<file path="src/rtl/mdu_ctrl_pkg.sv">
`default_nettype none
// ============================================================================
// Module   : cpu_defs (package)
// Purpose  : Shared types and constants for the multiply/divide unit:
//            instruction opcodes, controller states, default latencies and
//            the divide-by-zero quotient pattern.
// Revision : 1.0 - initial release
// ============================================================================
package cpu_defs;

  // Multiply/divide opcodes presented by the EXE stage
  typedef enum logic [3:0] {
    NOP   = 4'd0,
    MULT  = 4'd1,
    MULTU = 4'd2,
    DIV   = 4'd3,
    DIVU  = 4'd4,
    MFHI  = 4'd5,
    MFLO  = 4'd6,
    MTHI  = 4'd7,
    MTLO  = 4'd8
  } mdu_op_t;

  // Controller states
  typedef enum logic [1:0] {
    IDLE     = 2'd0,
    MUL_BUSY = 2'd1,
    DIV_BUSY = 2'd2,
    DONE     = 2'd3
  } mdu_state_t;

  localparam int          c_MUL_LAT_DEF   = 2;
  localparam int          c_DIV_ITERS_DEF = 32;
  localparam logic [31:0] c_DIV_BY_ZERO_Q = 32'hFFFF_FFFF;

  // True for the opcodes that need the multi-cycle datapath
  function automatic logic is_muldiv(input logic [3:0] o);
    return (o == MULT) || (o == MULTU) || (o == DIV) || (o == DIVU);
  endfunction

endpackage
`default_nettype wire

</file>
<file path="src/rtl/mdu_ctrl_div_iter.sv">
`default_nettype none
// ============================================================================
// Module   : div_iter
// Purpose  : Restoring unsigned divider, one quotient bit per cycle.
//            quotient/remainder show the result of the iteration being
//            performed this cycle, so when 'last' is high they hold the final
//            values and can be captured on the same clock edge.
// Revision : 1.0 - initial release
// ============================================================================
module div_iter
  import cpu_defs::*;
#(
  parameter int DIV_ITERS = c_DIV_ITERS_DEF
) (
  input  logic        clk,
  input  logic        reset,
  input  logic        start,
  input  logic        abort,
  input  logic [31:0] dividend,
  input  logic [31:0] divisor,
  output logic [31:0] quotient,
  output logic [31:0] remainder,
  output logic        last
);

  localparam int c_CNT_W = $clog2(DIV_ITERS + 1);

  logic [31:0]        r_rem;
  logic [31:0]        r_quo;
  logic [31:0]        r_dvs;
  logic [c_CNT_W-1:0] r_cnt;
  logic               r_active;

  logic [32:0]        w_shift;
  logic [32:0]        w_diff;
  logic               w_fit;

  // Trial subtraction of the divisor from the shifted partial remainder
  always_comb begin
    w_shift = {r_rem, r_quo[31]};
    w_diff  = w_shift - {1'b0, r_dvs};
    w_fit   = ~w_diff[32];
  end

  assign quotient  = {r_quo[30:0], w_fit};
  assign remainder = w_fit ? w_diff[31:0] : w_shift[31:0];
  assign last      = r_active && (r_cnt == '0);

  // Iteration registers: load on start, shift one bit per active cycle
  always_ff @(posedge clk) begin
    if (reset) begin
      r_rem    <= '0;
      r_quo    <= '0;
      r_dvs    <= '0;
      r_cnt    <= '0;
      r_active <= 1'b0;
    end else if (abort) begin
      r_active <= 1'b0;
    end else if (start) begin
      r_rem    <= '0;
      r_quo    <= dividend;
      r_dvs    <= divisor;
      r_cnt    <= c_CNT_W'(DIV_ITERS - 1);
      r_active <= 1'b1;
    end else if (r_active) begin
      r_rem <= remainder;
      r_quo <= quotient;
      r_cnt <= r_cnt - c_CNT_W'(1);
      if (r_cnt == '0) begin
        r_active <= 1'b0;
      end
    end
  end

endmodule
`default_nettype wire

</file>
<file path="src/rtl/mdu_ctrl.sv">
`default_nettype none
// ============================================================================
// Module   : mdu_ctrl
// Purpose  : EXE-stage multiply/divide controller. Sequences the multiplier
//            and the iterative divider, owns HI/LO, and produces ready/result
//            for the EXE ready_go. HI/LO are only written on an ack that is
//            neither flushed nor write-disabled; flush aborts any operation.
// Options  : MDU_DIV_EARLY_EN - when defined, divides whose quotient is
//            trivially zero (|divisor| > |dividend| or dividend == 0) finish
//            after a single busy cycle.
// Revision : 1.0 - initial release
// ============================================================================
module mdu_ctrl
  import cpu_defs::*;
#(
  parameter int MUL_LAT   = c_MUL_LAT_DEF,
  parameter int DIV_ITERS = c_DIV_ITERS_DEF
) (
  input  logic        clk,
  input  logic        reset,
  input  logic        op_valid,
  input  logic [3:0]  op,
  input  logic [31:0] src1,
  input  logic [31:0] src2,
  input  logic        ack,
  input  logic        wr_disable,
  input  logic        flush,
  output logic        ready,
  output logic [31:0] result,
  output logic        busy
);

  localparam int c_CNT_MAX = (DIV_ITERS > MUL_LAT) ? DIV_ITERS : MUL_LAT;
  localparam int c_CNT_W   = $clog2(c_CNT_MAX + 1);

  mdu_state_t         r_state;
  mdu_state_t         w_state_next;
  logic [c_CNT_W-1:0] r_count;
  logic [31:0]        r_hi;
  logic [31:0]        r_lo;
  logic [31:0]        r_hi_tmp;
  logic [31:0]        r_lo_tmp;
  logic [31:0]        r_op_a;
  logic [31:0]        r_op_b;
  logic               r_signed;
  logic               r_s1;
  logic               r_s2;
  logic               r_early;
  logic               r_div_zero;

  logic               w_is_mul;
  logic               w_is_div;
  logic               w_start_mul;
  logic               w_start_div;
  logic               w_div_signed;
  logic [31:0]        w_mag1;
  logic [31:0]        w_mag2;
  logic               w_early;
  logic [63:0]        w_mul_a;
  logic [63:0]        w_mul_b;
  logic [63:0]        w_prod;
  logic [31:0]        w_div_q;
  logic [31:0]        w_div_r;
  logic               w_div_last;
  logic               w_div_done;
  logic [31:0]        w_q_mag;
  logic [31:0]        w_r_mag;
  logic [31:0]        w_q_fix;
  logic [31:0]        w_r_fix;
  logic               w_commit;

  assign w_is_mul     = (op == MULT) || (op == MULTU);
  assign w_is_div     = (op == DIV)  || (op == DIVU);
  assign w_start_mul  = (r_state == IDLE) && op_valid && w_is_mul && !flush;
  assign w_start_div  = (r_state == IDLE) && op_valid && w_is_div && !flush;
  assign w_div_signed = (op == DIV);

  // Divider works on magnitudes; signs are re-applied at completion
  assign w_mag1 = (w_div_signed && src1[31]) ? (32'd0 - src1) : src1;
  assign w_mag2 = (w_div_signed && src2[31]) ? (32'd0 - src2) : src2;

`ifdef MDU_DIV_EARLY_EN
  assign w_early = (w_mag2 > w_mag1) || (w_mag1 == 32'd0);
`else
  assign w_early = 1'b0;
`endif

  // Multiplier: operands extended to 64 bits so the low 64 product bits are
  // correct for both signed and unsigned forms
  assign w_mul_a = r_signed ? {{32{r_op_a[31]}}, r_op_a} : {32'd0, r_op_a};
  assign w_mul_b = r_signed ? {{32{r_op_b[31]}}, r_op_b} : {32'd0, r_op_b};
  assign w_prod  = w_mul_a * w_mul_b;

  div_iter #(
    .DIV_ITERS (DIV_ITERS)
  ) u_div_iter (
    .clk       (clk),
    .reset     (reset),
    .start     (w_start_div && !w_early),
    .abort     (flush),
    .dividend  (w_mag1),
    .divisor   (w_mag2),
    .quotient  (w_div_q),
    .remainder (w_div_r),
    .last      (w_div_last)
  );

  assign w_div_done = r_early ? (r_count == '0) : w_div_last;

  // Final divide result: early-out and divide-by-zero patterns, then sign fix
  assign w_q_mag = r_early    ? 32'd0 :
                   r_div_zero ? c_DIV_BY_ZERO_Q : w_div_q;
  assign w_r_mag = r_early ? r_op_a : w_div_r;
  assign w_q_fix = (r_signed && (r_s1 ^ r_s2)) ? (32'd0 - w_q_mag) : w_q_mag;
  assign w_r_fix = (r_signed && r_s1) ? (32'd0 - w_r_mag) : w_r_mag;

  // State register
  always_ff @(posedge clk) begin
    if (reset) begin
      r_state <= IDLE;
    end else begin
      r_state <= w_state_next;
    end
  end

  // Next-state logic; flush overrides every other transition
  always_comb begin
    w_state_next = r_state;
    if (flush) begin
      w_state_next = IDLE;
    end else begin
      case (r_state)
        IDLE: begin
          if (w_start_mul) begin
            w_state_next = MUL_BUSY;
          end else if (w_start_div) begin
            w_state_next = DIV_BUSY;
          end
        end
        MUL_BUSY: begin
          if (r_count == '0) begin
            w_state_next = DONE;
          end
        end
        DIV_BUSY: begin
          if (w_div_done) begin
            w_state_next = DONE;
          end
        end
        DONE: begin
          if (ack) begin
            w_state_next = IDLE;
          end
        end
        default: w_state_next = IDLE;
      endcase
    end
  end

  // Operand latch, cycle counter and 64-bit result temporaries
  always_ff @(posedge clk) begin
    if (reset) begin
      r_count    <= '0;
      r_hi_tmp   <= '0;
      r_lo_tmp   <= '0;
      r_op_a     <= '0;
      r_op_b     <= '0;
      r_signed   <= 1'b0;
      r_s1       <= 1'b0;
      r_s2       <= 1'b0;
      r_early    <= 1'b0;
      r_div_zero <= 1'b0;
    end else if (flush) begin
      r_count <= '0;
    end else begin
      case (r_state)
        IDLE: begin
          if (w_start_mul) begin
            r_op_a   <= src1;
            r_op_b   <= src2;
            r_signed <= (op == MULT);
            r_count  <= c_CNT_W'(MUL_LAT - 1);
          end else if (w_start_div) begin
            r_op_a     <= w_mag1;
            r_signed   <= w_div_signed;
            r_s1       <= src1[31];
            r_s2       <= src2[31];
            r_early    <= w_early;
            r_div_zero <= (w_mag2 == 32'd0);
            r_count    <= w_early ? '0 : c_CNT_W'(DIV_ITERS - 1);
          end
        end
        MUL_BUSY: begin
          if (r_count != '0) begin
            r_count <= r_count - c_CNT_W'(1);
          end else begin
            r_hi_tmp <= w_prod[63:32];
            r_lo_tmp <= w_prod[31:0];
          end
        end
        DIV_BUSY: begin
          if (r_count != '0) begin
            r_count <= r_count - c_CNT_W'(1);
          end
          if (w_div_done) begin
            r_hi_tmp <= w_r_fix;
            r_lo_tmp <= w_q_fix;
          end
        end
        default: ;
      endcase
    end
  end

  assign w_commit = ack && !wr_disable && !flush;

  // Architectural HI/LO, written only on a committed ack
  always_ff @(posedge clk) begin
    if (reset) begin
      r_hi <= '0;
      r_lo <= '0;
    end else if (w_commit) begin
      if (r_state == DONE) begin
        r_hi <= r_hi_tmp;
        r_lo <= r_lo_tmp;
      end else if (op_valid && (op == MTHI)) begin
        r_hi <= src1;
      end else if (op_valid && (op == MTLO)) begin
        r_lo <= src1;
      end
    end
  end

  // Handshake and read-port outputs
  always_comb begin
    ready  = !op_valid || !is_muldiv(op) || (r_state == DONE);
    busy   = (r_state != IDLE);
    result = 32'd0;
    if (op == MFHI) begin
      result = r_hi;
    end else if (op == MFLO) begin
      result = r_lo;
    end
  end

endmodule
`default_nettype wire

</file>
<file path="config.mk">
export PLATFORM = sky130hd
export DESIGN_NAME = mdu_ctrl
export DESIGN_NICKNAME = d
export VERILOG_FILES = /design/src/rtl/mdu_ctrl_pkg.sv /design/src/rtl/mdu_ctrl_div_iter.sv /design/src/rtl/mdu_ctrl.sv
export SDC_FILE = /design/constraint.sdc
export NUM_CORES = 2
export LEC_CHECK = 0
export ABC_AREA = 1
export CAP_MARGIN = 25
export CORE_MARGIN = 2
export CORE_UTILIZATION = 30
export DETAILED_ROUTE_END_ITERATION = 10
export HOLD_SLACK_MARGIN = 0.1
export SYNTH_ARGS = -nofsm -noshare
export SYNTH_HDL_FRONTEND = slang
export SYNTH_SLANG_ARGS = --single-unit
export TNS_END_PERCENT = 5
</file>
<file path="constraint.sdc">
create_clock -name clk -period 27.8 [get_ports clk]
set_clock_uncertainty 0.05 [all_clocks]
set_input_delay 8.34 -clock clk [delete_from_list [all_inputs] [get_ports clk]]
set_output_delay 8.34 -clock clk [all_outputs]
set_load 0.05 [all_outputs]
</file>
# Word-level counts from Yosys, hierarchy flattened
# Index checks and enable logic that the tools add are counted.
# W data, S select, Z words.
# word_totals
regBits	307
word_cells	139
# classes
n_addsub	7
n_mul	1
n_eq_ne	18
n_mux	44
bitwise	4
n_reduce_logical	48
# op_table
op	count
$mux W32	23
$mux W64	2
$pmux W32 S2	2
$sub A1 B32 Y32 const A	4
$mul A64 B64 Y64	1
$sub A33 B32 Y33	1
$logic_not A32 Y1	1
$mux W6	5
$eq A4 B3 Y1 const B	4
$logic_and A1 B1 Y1	14
$reduce_bool A2 Y1	7
$logic_not A6 Y1	2
$pmux W6 S2	1
$reduce_and A3 Y1	4
$reduce_and A4 Y1	3
$sub A6 B1 Y6 const B	2
$mux W2	5
$ne A2 B2 Y1 const B	5
$eq A4 B2 Y1 const B	2
$pmux W2 S4	1
$logic_or A1 B1 Y1	6
$reduce_and A2 Y1	3
$reduce_bool A6 Y1	1
$mux W1	5
11 further kinds	18

# Depth between registers and ports, before layout
# logic_depth
word_depth	7
mapped_depth	42
depth_no_buf	41

# By module
# A second synthesis with hierarchy kept.
# hier_totals
cells_unflattened	9322
area_unflattened_um2	69558.0
# by_module_without_submodules
module	instances	cells_per_inst	area_each_um2	seq_area_each_um2
mdu_ctrl	1	8092	62114.6	4083.9
div_iter	1	1230	7443.4	2062.0

# Worst setup path after synthesis
# No wires, ideal clock.
# synth_path
path_kind	input -> output
start	input port op[2]
end	output port result[25]
arrival_ps	10031
t_required_ps	19410
path_slack_ps	9379
cell_stages	5
n_path_buf	1
cell_sequence	inv_1 nor2_1 nand3_1 clkbuf_1 o21ai_0
# synth_via
elab_chain_len	3
# synth_lines
item	line	rtl
start: declaration	mdu_ctrl.sv:22	input logic [3:0] op,
$eq A4 B3 Y1	mdu_ctrl.sv:241	end else if (op == MFLO) begin
$mux W32	mdu_ctrl.sv:241	
$mux W32 *	mdu_ctrl.sv:239	if (op == MFHI) begin
end: declaration	mdu_ctrl.sv:29	output logic [31:0] result,
# Every way passes the cells marked *; elsewhere a longest branch is shown, timed or not.

# Worst setup path in the final report
# layout_path
start	input port op[2]
end	output port result[27]
# Same word-level chain as after synthesis.

==> run metrics <==
status complete, no violations; Core Area 227,300 um^2; leakage power 40.29 nW; number of hold buffers added after cts 0; clock power share 32.8%; Clock Path Buffers 3; sequential area share after synthesis 8.966%; RSZ-0062 raised after global routing no; MaxCap Viol Count 0; H-tree lvl count 1; Syn Area/Cell 7.598 um^2; post-place setup slack 7828 ps; Int Power 775.6 uW; Layout fillers 24,480; number of synthesized flops with an enable pin 0; starting density of the core 30.16%; period utilization 71.77%; DRT Pass-1 Iters 6; crit end category output pin; worst r2r dst r_hi_tmp[30]$_SDFFE_PP0P_; CP peak stage delay 870 ps; Die ar. 232,300 um^2; power density over cell area 17.27 nW/um^2; initial antenna violation count 4; total power 1.271 mW; synth warn 0; final std cells w/o fill 11,890; total wire length after detailed routing 216,000 um; num rows 175; gpl congestion 0.9823; Worst Setup Path Type input pin to output pin; Worst-Skew Late Latency 610 ps; fmax 50.12 MHz; Residual DRC 0; post-synth cell types 61; Setup TNS Final 0 ps; Setup crit start op[2]; total global routing track utilization 18.74%; IO Pins 108; slew margin rel. 29.65%; area grow syn2layout 7.383%; final hold vios 0; total vias in the final route 55,270; CTS clk-pin slew, worst paths 70 ps; nets 10,700; cts repair resizes 0; first-pass GRT wire length 335,500 um; Worst Max-Slew Pin Slew 1055 ps; Comb pwr share 30.8%; CP top delay family buffers and inverters; CTS Buf Count 31; CTS tree built; most frequent CP cell clkdlybuf4s50_1; CP bufs+invs 4; share of cells above drive strength 1 3.729%; R2R Setup Slk 16,690 ps; HPWL Detailed 177,400 um; largest net degree at the start of global routing 116; ys async rst share 0%; Die Span Y 482.0 um; worst hold slack 412.6 ps; Slew Limit Fails 0; Seq pwr share 36.5%; Levels on crit path 7; CP cell instances clkdlybuf4s50_1, inv_1, nor2_2, buf_4, nand3_1, o21ai_0, clkdlybuf4s50_1; CP endpoint result[27]; Psw 495.6 uW; Mapped Cells 9,022; R2R cell count 32; Crit path required time 19,410 ps; DR iter-0 viols 4,484; vias in the first global route 55,710; CP Max Fanout 32; Final min period 19,950 ps; setup repair bufs after CTS 0; Final WS setup 7847 ps; final setup violation count 0; Hold Path Class flop to flop; drt via density 4.650; Synth Flop Type dfxtp_1; CTS Root Buffer Type clkbuf_16; Syn Nets 10,870; die width 482.0 um; clk sinks 307; synthesized area 68,550 um^2; global route overflow 0; input/output buffers 107; slowest CP cell clkdlybuf4s50_1; Final ANT Viol Nets 0; Yosys reg bits 307; Setup crit start kind input pin; FF-to-FF Start r_op_a[31]$_SDFFE_PP0P_; peak supply drop 52.82 uV; wire per inst 18.17 um; Switching Share 38.99%; critical path arrival 11,560 ps; placed insts 11,830
kinds of logic after synthesis:
| kind of cell | share of synthesized area, % |
|---|---|
| AND/OR/NAND/NOR | 16.95 |
| XOR/XNOR | 1.623 |
| adder cells (fa/ha/maj) | 47.91 |
| AO/OA/AOI/OAI | 7.752 |
| flip-flops | 8.966 |
| buffers and inverters | 16.79 |
placed cells by master, fill, tap and decap left out, drive strengths merged, types with 6 or more instances in the layout:
master         count
fa              1420
clkdlybuf4s50    106
o21a              12
nor3              49
nor4              11
nor2             452
dfxtp            307
clkbuf            38
o211ai            20
nand4             36
nand2           2005
ha               353
xnor2             45
a21o              14
nand3b            10
xor2              82
and3               6
inv             2636
or2               18
o22ai             37
clkinv            12
clkinvlp           7
a221oi             8
o21ai            375
a21oi            327
a31oi            123
buf               98
o21bai            17
nand3            227
state kept, by name, summed over array words and instances (netlist names):
name	flops
r_s2	1
r_s1	1
r_div_zero	1
u_div_iter.r_cnt	6
r_lo_tmp	32
r_lo	32
u_div_iter.r_active	1
u_div_iter.r_rem	32
r_count	6
r_signed	1
r_op_b	32
r_state	2
r_hi	32
u_div_iter.r_quo	32
u_div_iter.r_dvs	32
r_op_a	32
r_hi_tmp	32
area by class of cell:
type	instances	area, um^2	share of cell area (%)
Tap cell	3009	3765	5.115
Sequential cell	307	6165	8.375
Antenna cell	1	2.502	0.003400
Clock inverter	20	138.9	0.1887
Timing Repair Buffer	204	1864	2.533
Inverter	2635	9893	13.44
Multi-Input combinational cell	5672	50950	69.21
Clock buffer	38	832.0	1.130
power by group through the flow:
stage / logic, mW / registers [mW] / clock network [mW]
after detailed placement: 0.384 / 0.473 / 0
after CTS: 0.386 / 0.463 / 0.421
after floorplan: 0.274 / 0.464 / 0
after global placement: 0.383 / 0.474 / 0
final: 0.391 / 0.463 / 0.416
after global routing: 0.429 / 0.464 / 0.437
cell usage after synthesis, types with 5 or more instances:
cell type | n | share of area, %
inv_1 | 2615 | 14
nand2_1 | 1948 | 11
fa_1 | 1420 | 41
nor2_1 | 429 | 2.3
clkbuf_1 | 371 | 2.0
o21ai_0 | 366 | 2.7
ha_1 | 353 | 6.4
a21oi_1 | 318 | 2.3
dfxtp_1 | 307 | 9.0
nand3_1 | 213 | 1.6
a31oi_1 | 123 | 1.1
xor2_1 | 82 | 1.0
xnor2_1 | 45 | 0.57
nor3_1 | 44 | 0.32
nand2_2 | 41 | 0.37
o22ai_1 | 37 | 0.34
nand4_1 | 35 | 0.32
buf_1 | 23 | 0.13
o211ai_1 | 19 | 0.21
or2_2 | 18 | 0.16
inv_2 | 17 | 0.093
o21bai_1 | 17 | 0.19
a21o_1 | 14 | 0.15
nand2_4 | 14 | 0.23
nand3_2 | 12 | 0.18
nor2_2 | 12 | 0.11
o21a_1 | 12 | 0.13
nor2_4 | 11 | 0.18
nor4_1 | 11 | 0.10
nand3b_1 | 10 | 0.11
a21oi_2 | 8 | 0.10
a221oi_1 | 8 | 0.10
and3_1 | 6 | 0.055
buf_2 | 5 | 0.037
worst register-to-register path, delay by kind of cell (launching register included):
family,cells,cell delay (ps)
DFF,1,310
and+or+nand+nor,7,1290
AOI/OAI and AO/OA,3,960
adders and majority gates,11,6400
buffers and inverters,11,2050
how the worst min path moves through the flow:
stage                              endpoint  slack (ps)  depth (start not counted)                     from
finish              r_op_a[22]$_SDFFE_PP0P_         410                          2  r_op_a[22]$_SDFFE_PP0P_
detailed placement  r_count[0]$_SDFFE_PP0P_         400                          1  r_count[0]$_SDFFE_PP0P_
global placement    r_count[0]$_SDFFE_PP0P_         400                          1  r_count[0]$_SDFFE_PP0P_
CTS                 r_count[0]$_SDFFE_PP0P_         410                          1  r_count[0]$_SDFFE_PP0P_
floorplan              r_lo[2]$_SDFFE_PP0P_         380                          2     r_lo[2]$_SDFFE_PP0P_
global route        r_op_a[22]$_SDFFE_PP0P_         430                          2  r_op_a[22]$_SDFFE_PP0P_
metal layers:
| layer | track usage [%] | vias up | part of all wire (%) |
|---|---|---|---|
| met1 | 25.61 | 27550 | 43 |
| met5 | 0 | - | 0.0046 |
| li1 | - | 25770 | - |
| met3 | 1.964 | 294 | 6.2 |
| met4 | 5.947 | 2 | 3.8 |
| met2 | 31.07 | 1658 | 47 |
stage by stage:
stage	utilization, %	area (um^2)
floorplan	-	68550
CTS	32.37	73560
finish	32.39	73610
detailed placement	31.94	72590
global route	32.39	73610
global placement	31.92	72540
Power figures use the tool's default switching activity.
